### src/rtl/mod_fp_add_sub.sv
// Four-stage pipelined floating-point adder/subtractor with round-to-nearest-even.
// Subnormals are treated as zero. NaN results are canonical quiet NaNs.
module mod_fp_add_sub #(
  parameter int EXP_W = 5,
  parameter int MAN_W = 10
) (
  input  logic                     clk,
  input  logic                     rst,
  input  logic [EXP_W+MAN_W:0]     in_A,
  input  logic [EXP_W+MAN_W:0]     in_B,
  input  logic                     in_Sub,
  input  logic                     in_En,
  output logic [EXP_W+MAN_W:0]     out_Out,
  output logic                     out_Ready,
  output logic                     out_Overflow,
  output logic                     out_Invalid
);
  localparam int W      = 1 + EXP_W + MAN_W;
  localparam int MX     = MAN_W + 4;             // hidden + frac + guard/round/sticky
  localparam int MR     = MAN_W + 2;             // rounded mantissa incl. carry
  localparam int EW     = EXP_W + $clog2(MX) + 2; // exponent with headroom for borrow
  localparam int STAGES = 3;
  localparam logic [EXP_W-1:0] EXP_ONES = '1;
  localparam logic [W-1:0]     QNAN     = {1'b0, EXP_ONES, 1'b1, {(MAN_W-1){1'b0}}};
  localparam logic [EW-1:0]    EMAX     = EW'((1 << EXP_W) - 1);

  typedef struct packed {
    logic         spec;
    logic         inv;
    logic [W-1:0] val;
  } spec_t;

  typedef struct packed {
    spec_t            sp;
    logic             sign;
    logic             eff_sub;
    logic [EXP_W-1:0] exp;
    logic [EXP_W-1:0] diff;
    logic [MAN_W:0]   man_big;
    logic [MAN_W:0]   man_small;
  } s1_t;

  typedef struct packed {
    spec_t            sp;
    logic             sign;
    logic             eff_sub;
    logic [EXP_W-1:0] exp;
    logic [MAN_W:0]   man_big;
    logic [MX-1:0]    small_al;
  } s2_t;

  typedef struct packed {
    spec_t         sp;
    logic          sign;
    logic          zero;
    logic [EW-1:0] exp;
    logic [MX-1:0] nm;
  } s3_t;

  logic [STAGES:0] vld_pipe;
  s1_t s1_d, s1_q;
  s2_t s2_d, s2_q;
  s3_t s3_d, s3_q;

  // S1: unpack, apply subtract, order by magnitude, detect special results
  logic             sa, sb;
  logic [EXP_W-1:0] ea, eb;
  logic [MAN_W-1:0] fa, fb;
  logic             a_zero, b_zero, a_inf, b_inf, a_nan, b_nan, a_big;
  logic [W-2:0]     mag_a, mag_b;

  always_comb begin
    sa     = in_A[W-1];
    sb     = in_B[W-1] ^ in_Sub;
    ea     = in_A[W-2:MAN_W];
    eb     = in_B[W-2:MAN_W];
    fa     = in_A[MAN_W-1:0];
    fb     = in_B[MAN_W-1:0];
    a_zero = (ea == '0);
    b_zero = (eb == '0);
    a_inf  = (ea == EXP_ONES) && (fa == '0);
    b_inf  = (eb == EXP_ONES) && (fb == '0);
    a_nan  = (ea == EXP_ONES) && (fa != '0);
    b_nan  = (eb == EXP_ONES) && (fb != '0);
    mag_a  = a_zero ? '0 : in_A[W-2:0];
    mag_b  = b_zero ? '0 : in_B[W-2:0];
    a_big  = (mag_a >= mag_b);

    s1_d         = '0;
    s1_d.eff_sub = sa ^ sb;
    if (a_big) begin
      s1_d.sign      = sa;
      s1_d.exp       = ea;
      s1_d.diff      = ea - eb;
      s1_d.man_big   = a_zero ? '0 : {1'b1, fa};
      s1_d.man_small = b_zero ? '0 : {1'b1, fb};
    end else begin
      s1_d.sign      = sb;
      s1_d.exp       = eb;
      s1_d.diff      = eb - ea;
      s1_d.man_big   = b_zero ? '0 : {1'b1, fb};
      s1_d.man_small = a_zero ? '0 : {1'b1, fa};
    end

    if (a_nan || b_nan || (a_inf && b_inf && (sa != sb))) begin
      s1_d.sp.spec = 1'b1;
      s1_d.sp.inv  = 1'b1;
      s1_d.sp.val  = QNAN;
    end else if (a_inf || b_inf) begin
      s1_d.sp.spec = 1'b1;
      s1_d.sp.val  = {a_inf ? sa : sb, EXP_ONES, {MAN_W{1'b0}}};
    end else if (a_zero && b_zero) begin
      s1_d.sp.spec = 1'b1;
      s1_d.sp.val  = {sa & sb, {(W-1){1'b0}}};
    end
  end

  // S2: align the smaller operand, folding shifted-out bits into sticky
  logic [MX-1:0] ext_small, shifted;

  always_comb begin
    ext_small = {s1_q.man_small, 3'b000};
    shifted   = '0;
    if (32'(s1_q.diff) >= MAN_W + 3) begin
      shifted[0] = |s1_q.man_small;
    end else begin
      shifted    = ext_small >> s1_q.diff;
      shifted[0] = shifted[0] | (|(ext_small & ~({MX{1'b1}} << s1_q.diff)));
    end
    s2_d          = '0;
    s2_d.sp       = s1_q.sp;
    s2_d.sign     = s1_q.sign;
    s2_d.eff_sub  = s1_q.eff_sub;
    s2_d.exp      = s1_q.exp;
    s2_d.man_big  = s1_q.man_big;
    s2_d.small_al = shifted;
  end

  // S3: add/subtract magnitudes, then normalise (carry right, leading zeros left)
  logic [MX:0]   big_x, small_x, sum;
  logic [EW-1:0] lz, exp_n;
  logic [MX-1:0] nm;
  logic          found;

  always_comb begin
    big_x   = {1'b0, s2_q.man_big, 3'b000};
    small_x = {1'b0, s2_q.small_al};
    sum     = s2_q.eff_sub ? (big_x - small_x) : (big_x + small_x);
    lz      = '0;
    found   = 1'b0;
    for (int i = MX - 1; i >= 0; i--) begin
      if (!found && sum[i]) begin
        lz    = EW'(MX - 1 - i);
        found = 1'b1;
      end
    end
    if (sum[MX]) begin
      nm    = {sum[MX:2], sum[1] | sum[0]};
      exp_n = EW'(s2_q.exp) + EW'(1);
    end else begin
      nm    = sum[MX-1:0] << lz;
      exp_n = EW'(s2_q.exp) - lz;
    end
    s3_d      = '0;
    s3_d.sp   = s2_q.sp;
    s3_d.nm   = nm;
    s3_d.exp  = exp_n;
    // exact cancellation is +0; underflow flushes to a zero carrying the result sign
    s3_d.sign = (sum == '0) ? 1'b0 : s2_q.sign;
    s3_d.zero = (sum == '0) || exp_n[EW-1] || (exp_n == '0);
  end

  // S4: round to nearest even, renormalise on carry, pack
  logic          rnd_up;
  logic [MR-1:0] mant_r;
  logic [EW-1:0] exp_r;
  logic [MAN_W-1:0] frac_r;
  logic [W-1:0]  res;
  logic          res_ovf, res_inv;

  always_comb begin
    rnd_up  = s3_q.nm[2] & (s3_q.nm[3] | s3_q.nm[1] | s3_q.nm[0]);
    mant_r  = {1'b0, s3_q.nm[MX-1:3]} + MR'(rnd_up);
    exp_r   = s3_q.exp + EW'(mant_r[MR-1]);
    frac_r  = mant_r[MR-1] ? mant_r[MAN_W:1] : mant_r[MAN_W-1:0];
    res     = {s3_q.sign, exp_r[EXP_W-1:0], frac_r};
    res_ovf = 1'b0;
    res_inv = 1'b0;
    if (s3_q.sp.spec) begin
      res     = s3_q.sp.val;
      res_inv = s3_q.sp.inv;
    end else if (s3_q.zero) begin
      res = {s3_q.sign, {(W-1){1'b0}}};
    end else if (exp_r >= EMAX) begin
      res     = {s3_q.sign, EXP_ONES, {MAN_W{1'b0}}};
      res_ovf = 1'b1;
    end
  end

  always_ff @(posedge clk) begin
    if (rst) begin
      vld_pipe     <= '0;
      out_Out      <= '0;
      out_Overflow <= 1'b0;
      out_Invalid  <= 1'b0;
    end else begin
      vld_pipe <= {vld_pipe[STAGES-1:0], in_En};
      if (vld_pipe[STAGES-1]) begin
        out_Out      <= res;
        out_Overflow <= res_ovf;
        out_Invalid  <= res_inv;
      end
    end
  end

  always_ff @(posedge clk) begin
    if (in_En)       s1_q <= s1_d;
    if (vld_pipe[0]) s2_q <= s2_d;
    if (vld_pipe[1]) s3_q <= s3_d;
  end

  assign out_Ready = vld_pipe[STAGES];

endmodule

### config.mk
export PLATFORM = sky130hd
export DESIGN_NAME = mod_fp_add_sub
export DESIGN_NICKNAME = d
export VERILOG_FILES = /design/src/rtl/mod_fp_add_sub.sv
export SDC_FILE = /design/constraint.sdc
export NUM_CORES = 1
export LEC_CHECK = 0
export ABC_AREA = 1
export CAP_MARGIN = 10
export CORE_ASPECT_RATIO = 1.4
export CORE_UTILIZATION = 40
export DETAILED_ROUTE_END_ITERATION = 16
export PLACE_DENSITY = 0.55
export SLEW_MARGIN = 15
export SYNTH_ARGS = -nofsm -noshare
export SYNTH_HDL_FRONTEND = slang
export SYNTH_SLANG_ARGS = --single-unit
### constraint.sdc
create_clock -name clk -period 12.2 [get_ports clk]
set_input_delay 3.05 -clock clk [delete_from_list [all_inputs] [get_ports clk]]
set_output_delay 3.05 -clock clk [all_outputs]
set_load 0.1 [all_outputs]
==> results of run 1 <==
## metal layers
layer | wire length [um] | vias to the layer above | track usage
li1 | - | 3979 | -
met1 | 8560 | 3457 | 0.205
met2 | 11200 | 147 | 0.358
met3 | 536 | 48 | 0.0294
met4 | 893 | 0 | 0.108
met5 | 0 | - | 0
## state kept, by name (all words and copies together) (netlist names), 4 cells and up
| signal | flops |
|---|---|
| s3_q | 31 |
| s1_q | 28 |
| s2_q | 26 |
| out_Out | 16 |
| big_x | 11 |
| ext_small | 11 |
| vld_pipe | 4 |
## critical path: cells and delay by family
kind / cells / cell delay, ns
buffers and inverters: 5 / 1.55
adders and majority gates: 1 / 0.31
and+or+nand+nor: 8 / 1.66
xor gates and xnor gates: 1 / 0.13
## area by class of cell
type,instances,area [um^2]
Fill cell,2302,12100
Sequential cell,129,3650
Inverter,166,623
Tap cell,301,377
Multi-Input combinational cell,829,4610
Clock buffer,19,454
Timing Repair Buffer,57,558
Clock inverter,13,101
## placed cells by master, fill, tap and decap left out, drive strengths merged, types with 6 or more instances in the layout
cell,n
clkinv,6
xor2,13
xnor2,6
or2,6
nand3,84
dfxtp,22
edfxtp,107
o21bai,6
clkbuf,19
o22ai,8
o21ai,90
nand4,22
a21oi,55
inv,169
nand2,330
ha,57
clkdlybuf4s50,53
o211ai,6
nor2,80
nor4,12
nor3,15
## worst paths after layout
kind | slack, ns | cells after the start | end | start
setup / recovery | 5.65 | 15 | s1_q[24] | in_A[13]
hold / removal | 0.42 | 0 | s2_q[25] | s1_q[27]
setup reg to reg | 7.16 | 21 | s3_q[25] | big_x[3]
hold reg to reg | 0.42 | 0 | s2_q[25] | s1_q[27]
## synthesized netlist by cell type, drive strengths merged (2+ instances only)
library cell / n / area (um^2)
a2111oi: 2 / 17.5
a211oi: 3 / 22.5
a21oi: 55 / 283
a221oi: 3 / 26.3
a31oi: 4 / 25.0
buf: 17 / 128
clkbuf: 25 / 93.8
clkinv: 2 / 7.51
dfxtp: 22 / 440
edfxtp: 107 / 3210
fa: 4 / 80.1
ha: 57 / 713
inv: 164 / 616
mux2i: 4 / 40.0
nand2: 330 / 1310
nand3: 84 / 463
nand3b: 3 / 22.5
nand4: 22 / 156
nor2: 80 / 349
nor3: 15 / 80.1
nor4: 12 / 75.1
o211ai: 6 / 50.1
o21ai: 90 / 454
o21bai: 6 / 45.0
o22ai: 8 / 50.1
o41ai: 2 / 17.5
or2: 6 / 37.5
xnor2: 6 / 52.6
xor2: 13 / 121
## power breakdown
| part | total (mW) | internal [mW] | switching, mW |
|---|---|---|---|
| Combinational | 0.466 | 0.151 | 0.315 |
| Sequential | 0.558 | 0.529 | 0.0287 |
| Clock | 0.468 | 0.274 | 0.194 |
## through the flow
| step | util | cell area [um^2] | hold slack [ns] |
|---|---|---|---|
| floorplan | - | 9110 | 0.400 |
| finish | 0.462 | 10400 | 0.418 |
| detailed placement | 0.438 | 9820 | 0.405 |
| CTS | 0.462 | 10400 | 0.418 |
| global placement | 0.438 | 9820 | 0.403 |
| global route | 0.462 | 10400 | 0.424 |
## cell families after synthesis
group                    Yosys count  share of synthesized area
multiplexers                       5                    0.00563
adder cells (fa/ha/maj)           61                     0.0871
AND/OR/NAND/NOR                  554                      0.275
XOR/XNOR                          19                     0.0191
buffers and inverters            208                     0.0927
flip-flops                       129                      0.401
AO/OA/AOI/OAI                    190                      0.119
==> metrics.md, run 1 <==
| Metric | Value |
|---|---|
| HPWL after DPL | `16.9 mm` |
| DR vias | `7631` |
| Worst skew pair latency | `0.42 ns` |
| Share of layout cells above drive strength 1 | `0.0849` |
| Seq/Total Area, Yosys | `0.401` |
| CTS Sinks | `129` |
| Hold Vio Cnt, Final | `0` |
| Final Max Slew Viols | `0` |
| Cells after DPL | `roughly 1500` |
| Synth Cell Area | `9110 um^2` |
| I/O pin count | `55` |
| WL/cell | `~14 um` |
| Die W | `between 100 and 150 um` |
| Setup WS post-layout | `5.65 ns` |
| Nets | `1297` |
| Yosys warns | `0` |
| Unrepaired setup endpoints after global routing | `no` |
| Power Density | `144 nW/um^2` |
| CP Class | `in -> reg` |
| Register clock-pin slew on the reported worst setup and hold paths | `about 0.06 ns` |
| CP required | `approximately 12 ns` |
| Detail Route Antenna Nets | `0` |
| Area delta synth->final | `13.9%` |
| Final min period | `between 6 and 7 ns` |
| DRT Pass-1 Iters | `5` |
| Initial antenna violation count | `0` |
| Setup Fix Bufs, Post-CTS | `0` |
| CP Max Fanout | `41` |
| CP Launch Type | `input port` |
| CP cell instances | `clkdlybuf4s50_1 > or2_2 > nor4_1 > inv_1 > nand2_1 > inv_1 > ha_1 > nand4_1 > or4_1 > nand3_1 > buf_4 > inv_1 > nand2_1 > nand2_1 > xor2_1` |
| CP max stage cell | `clkdlybuf4s50_1` |
| Rel. slew slack | `0.346` |
| Root Buffer | `clkbuf_16` |
| Initial Util | `0.406` |
| Rows | `65` |
| Initial DRC count | `between 400 and 500` |
| Static leakage | `4.56 nW` |
| First-pass GRT wire length | `35.2 mm` |
| GPL Wtd Cong | `between 0.9 and 1` |
| Largest net degree at the start of global routing | `42` |
| Depth of the CTS H-tree | `4` |
| GRT Overall Usage | `0.194` |
| Resize count post-CTS | `0` |
| Die boundary height | `181 um` |
| Post-Syn Nets | `1263` |
| DRC | `0` |
| Vias in the first global route | `7525` |
| FFs w/ async S/R, synth | `0` |
| Cell variety after synth | `60` |
| Flops & latches, synth | `roughly 130` |
| Peak supply drop | `roughly 0.00011 V` |
| Setup TNS | `0 ns` |
| Port bufs | `54` |
| Global route overflow | `0` |
| Max Cap Viol | `0` |
| Pre-CTS WS | `5.17 ns` |
| N_diodes | `0` |
| WL final | `21.2 mm` |
| Clock skew | `0.00659 ns` |
| TritonCTS Buffers | `17` |
| Overall power | `1.49 mW` |
| CTS tree | `yes` |
| Final cell count without fillers | `between 1500 and 2000` |
| Hold-fix buffers, CTS | `0` |
| Worst-Margin Slew | `0.971 ns` |
| CP max stage delay | `0.50 ns` |
| CORE AREA | `22400 um^2` |
| Top FF cell, synth | `edfxtp_1` |
| Synth Instances | `1166` |
| Outcome | `complete, no violations` |
| WP data arrival | `6.73 ns` |
| Max Root-Sink Buffers | `2` |
| Final setup viols | `0` |
| Min-delay worst type | `reg -> reg` |
| Fin crit share | `0.537` |
| Post-synth EDFFs | `roughly 110` |
| F_max | `153 MHz` |
| Crit. End Element | `register` |
| Via density | `5.04` |
| Synthesized area per cell | `7.81 um^2` |
| Die area | `23400 um^2` |
Note: power is estimated with default switching activity, not from simulation.
==> run 2, diff against run 1 <==
- clock period: 12.2 -> 6.6 ns (I/O delays scaled with it)
==> run 2 against run 1 <==
  * Critical path depth did not move
  * Clock skew is essentially flat
  * Die area unchanged
  * Power up 86%
  * Non-clock buffer count is 3 higher
  * Register-to-register slack got worse by 5.3 ns
  * Sequential power grew 85%
  * Routed wire length shrank 0.23%
  * Worst hold slack hardly changed
  * Critical endpoint unchanged
  * Largest cell class unchanged
==> metrics.md, run 2 (synthesis gave the netlist of run 1 again) <==
| Metric | Value |
|---|---|
| Outcome | `complete, no violations` |
| WP data arrival | `5.37 ns` |
| Area delta synth->final | `14.3%` |
| Max reg flops | `31` |
| Setup Fix Bufs, Post-CTS | `0` |
| Initial antenna violation count | `0` |
| Top Registers | `s3_q: 31 flops, s1_q: 28 flops, s2_q: 26 flops` |
| Cells after DPL | `around 1500` |
| DRC | `0` |
| Static leakage | `~4.6 nW` |
| CP cell instances | `clkdlybuf4s50_1 > or2_2 > nor4_1 > inv_1 > nand2_1 > inv_1 > ha_1 > nand4_1 > or4_1 > nand3_1 > buf_4 > inv_1 > nand2_1 > nand2_1 > xor2_1` |
| DRT Pass-1 Iters | `5` |
| Worst-Margin Slew | `0.967 ns` |
| Initial Util | `0.406` |
| F_max | `192 MHz` |
| Final setup viols | `0` |
| N_diodes | `0` |
| Share of layout cells above drive strength 1 | `0.0863` |
| Nets | `between 1000 and 1500` |
| WL final | `21.1 mm` |
| CP Max Fanout | `41` |
| CP Buf/Inv Count | `5` |
| Vias in the first global route | `7379` |
| CP max stage cell | `clkdlybuf4s50_1` |
| Hold Vio Cnt, Final | `0` |
| Detail Route Antenna Nets | `0` |
| Root Buffer | `clkbuf_16` |
| Unrepaired setup endpoints after global routing | `no` |
| First-pass GRT wire length | `35.0 mm` |
| Die W | `130 um` |
| GRT Overall Usage | `0.192` |
| Die boundary height | `181 um` |
| Initial DRC count | `365` |
| Global route overflow | `0` |
| CTS tree | `yes` |
| CORE AREA | `22400 um^2` |
| HPWL after DPL | `~17 mm` |
| Final min period | `5.20 ns` |
| Power Density | `267 nW/um^2` |
| Minimum hold slack | `0.417 ns` |
| CP top delay family | `simple AND/OR/NAND/NOR gates` |
| Largest net degree at the start of global routing | `42` |
| Depth of the CTS H-tree | `4` |
| Fin crit share | `0.788` |
| CP Launch Type | `input port` |
| Via density | `5.03` |
| Most common cell after layout, fill and taps aside | `nand2_1` |
| Resize count post-CTS | `0` |
| Max Cap Viol | `0` |
| DR vias | `7629` |
| WL/cell | `13.9 um` |
| Setup TNS | `0 ns` |
| I/O pin count | `55` |
| Die area | `23400 um^2` |
| CP required | `about 6.8 ns` |
| CTS Sinks | `between 100 and 150` |
| Hold-fix buffers, CTS | `0` |
| Rows | `65` |
| TritonCTS Buffers | `17` |
| CP max stage delay | `0.50 ns` |
| Register clock-pin slew on the reported worst setup and hold paths | `0.06 ns` |
| Most frequent cells in the layout | `310 x nand2_1, 150 x inv_1, 107 x edfxtp_1` |
| Final cell count without fillers | `1517` |
| Rel. slew slack | `0.353` |
| GPL Wtd Cong | `0.905` |
| CP Class | `in -> reg` |
| Min-delay worst type | `reg -> reg` |
| Peak supply drop | `0.000201 V` |
| Final Max Slew Viols | `0` |
| Clock skew | `between 0.006 and 0.007 ns` |
| Port bufs | `54` |
| Max Root-Sink Buffers | `2` |
| Biggest register | `s3_q` |
| Worst skew pair latency | `0.42 ns` |
| Overall power | `2.78 mW` |
| Crit. End Element | `register` |
run 2: changes by cell type in the layout (fill, tap and decap cells not counted), sizes merged:
cell	previous run	this run
inv	169	167
buf	4	7
clkinv	6	5
clkbuf	19	22
run 2: through the flow:
step | worst slack (ns) | area, um^2 | util
2_1_floorplan | 2.06 | 9110 | -
3_3_place_gp | 1.03 | 9850 | 0.439
3_5_place_dp | 0.964 | 9850 | 0.439
4_1_cts | 1.40 | 10400 | 0.464
5_1_grt | 1.05 | 10400 | 0.464
6_report | 1.40 | 10400 | 0.464
run 2: cell type report:
type / instances / area (um^2)
fillers: 2305 / 12000
multi-input cells: 829 / 4610
flip-flops and latches: 129 / 3650
inverters: 166 / 623
repair buffers: 60 / 581
clock buffers: 22 / 497
well taps: 301 / 377
clock inverters: 10 / 75.1
run 2: power by group:
group	total [mW]	internal, mW	switching, mW
Sequential	1.03	0.978	0.0509
Combinational	0.868	0.284	0.584
Clock	0.884	0.537	0.347
Total	2.78	1.80	0.982
run 2: final timing paths:
kind,start,to,slack (ns),depth (start not counted)
worst max-delay path,in_A[13],s1_q[24],1.40,15
worst min-delay path,s1_q[47],s2_q[46],0.42,0
worst max register to register,s2_q[0],s3_q[25],1.84,25
worst min register to register,s1_q[47],s2_q[46],0.42,0
run 2: routing by layer:
layer / track usage / up-vias / wire [um]
met1: 0.208 / 3471 / 8730
met5: 0 / - / 0
met4: 0.0898 / 0 / 706
li1: - / 3985 / -
met2: 0.356 / 129 / 11200
met3: 0.0333 / 44 / 515
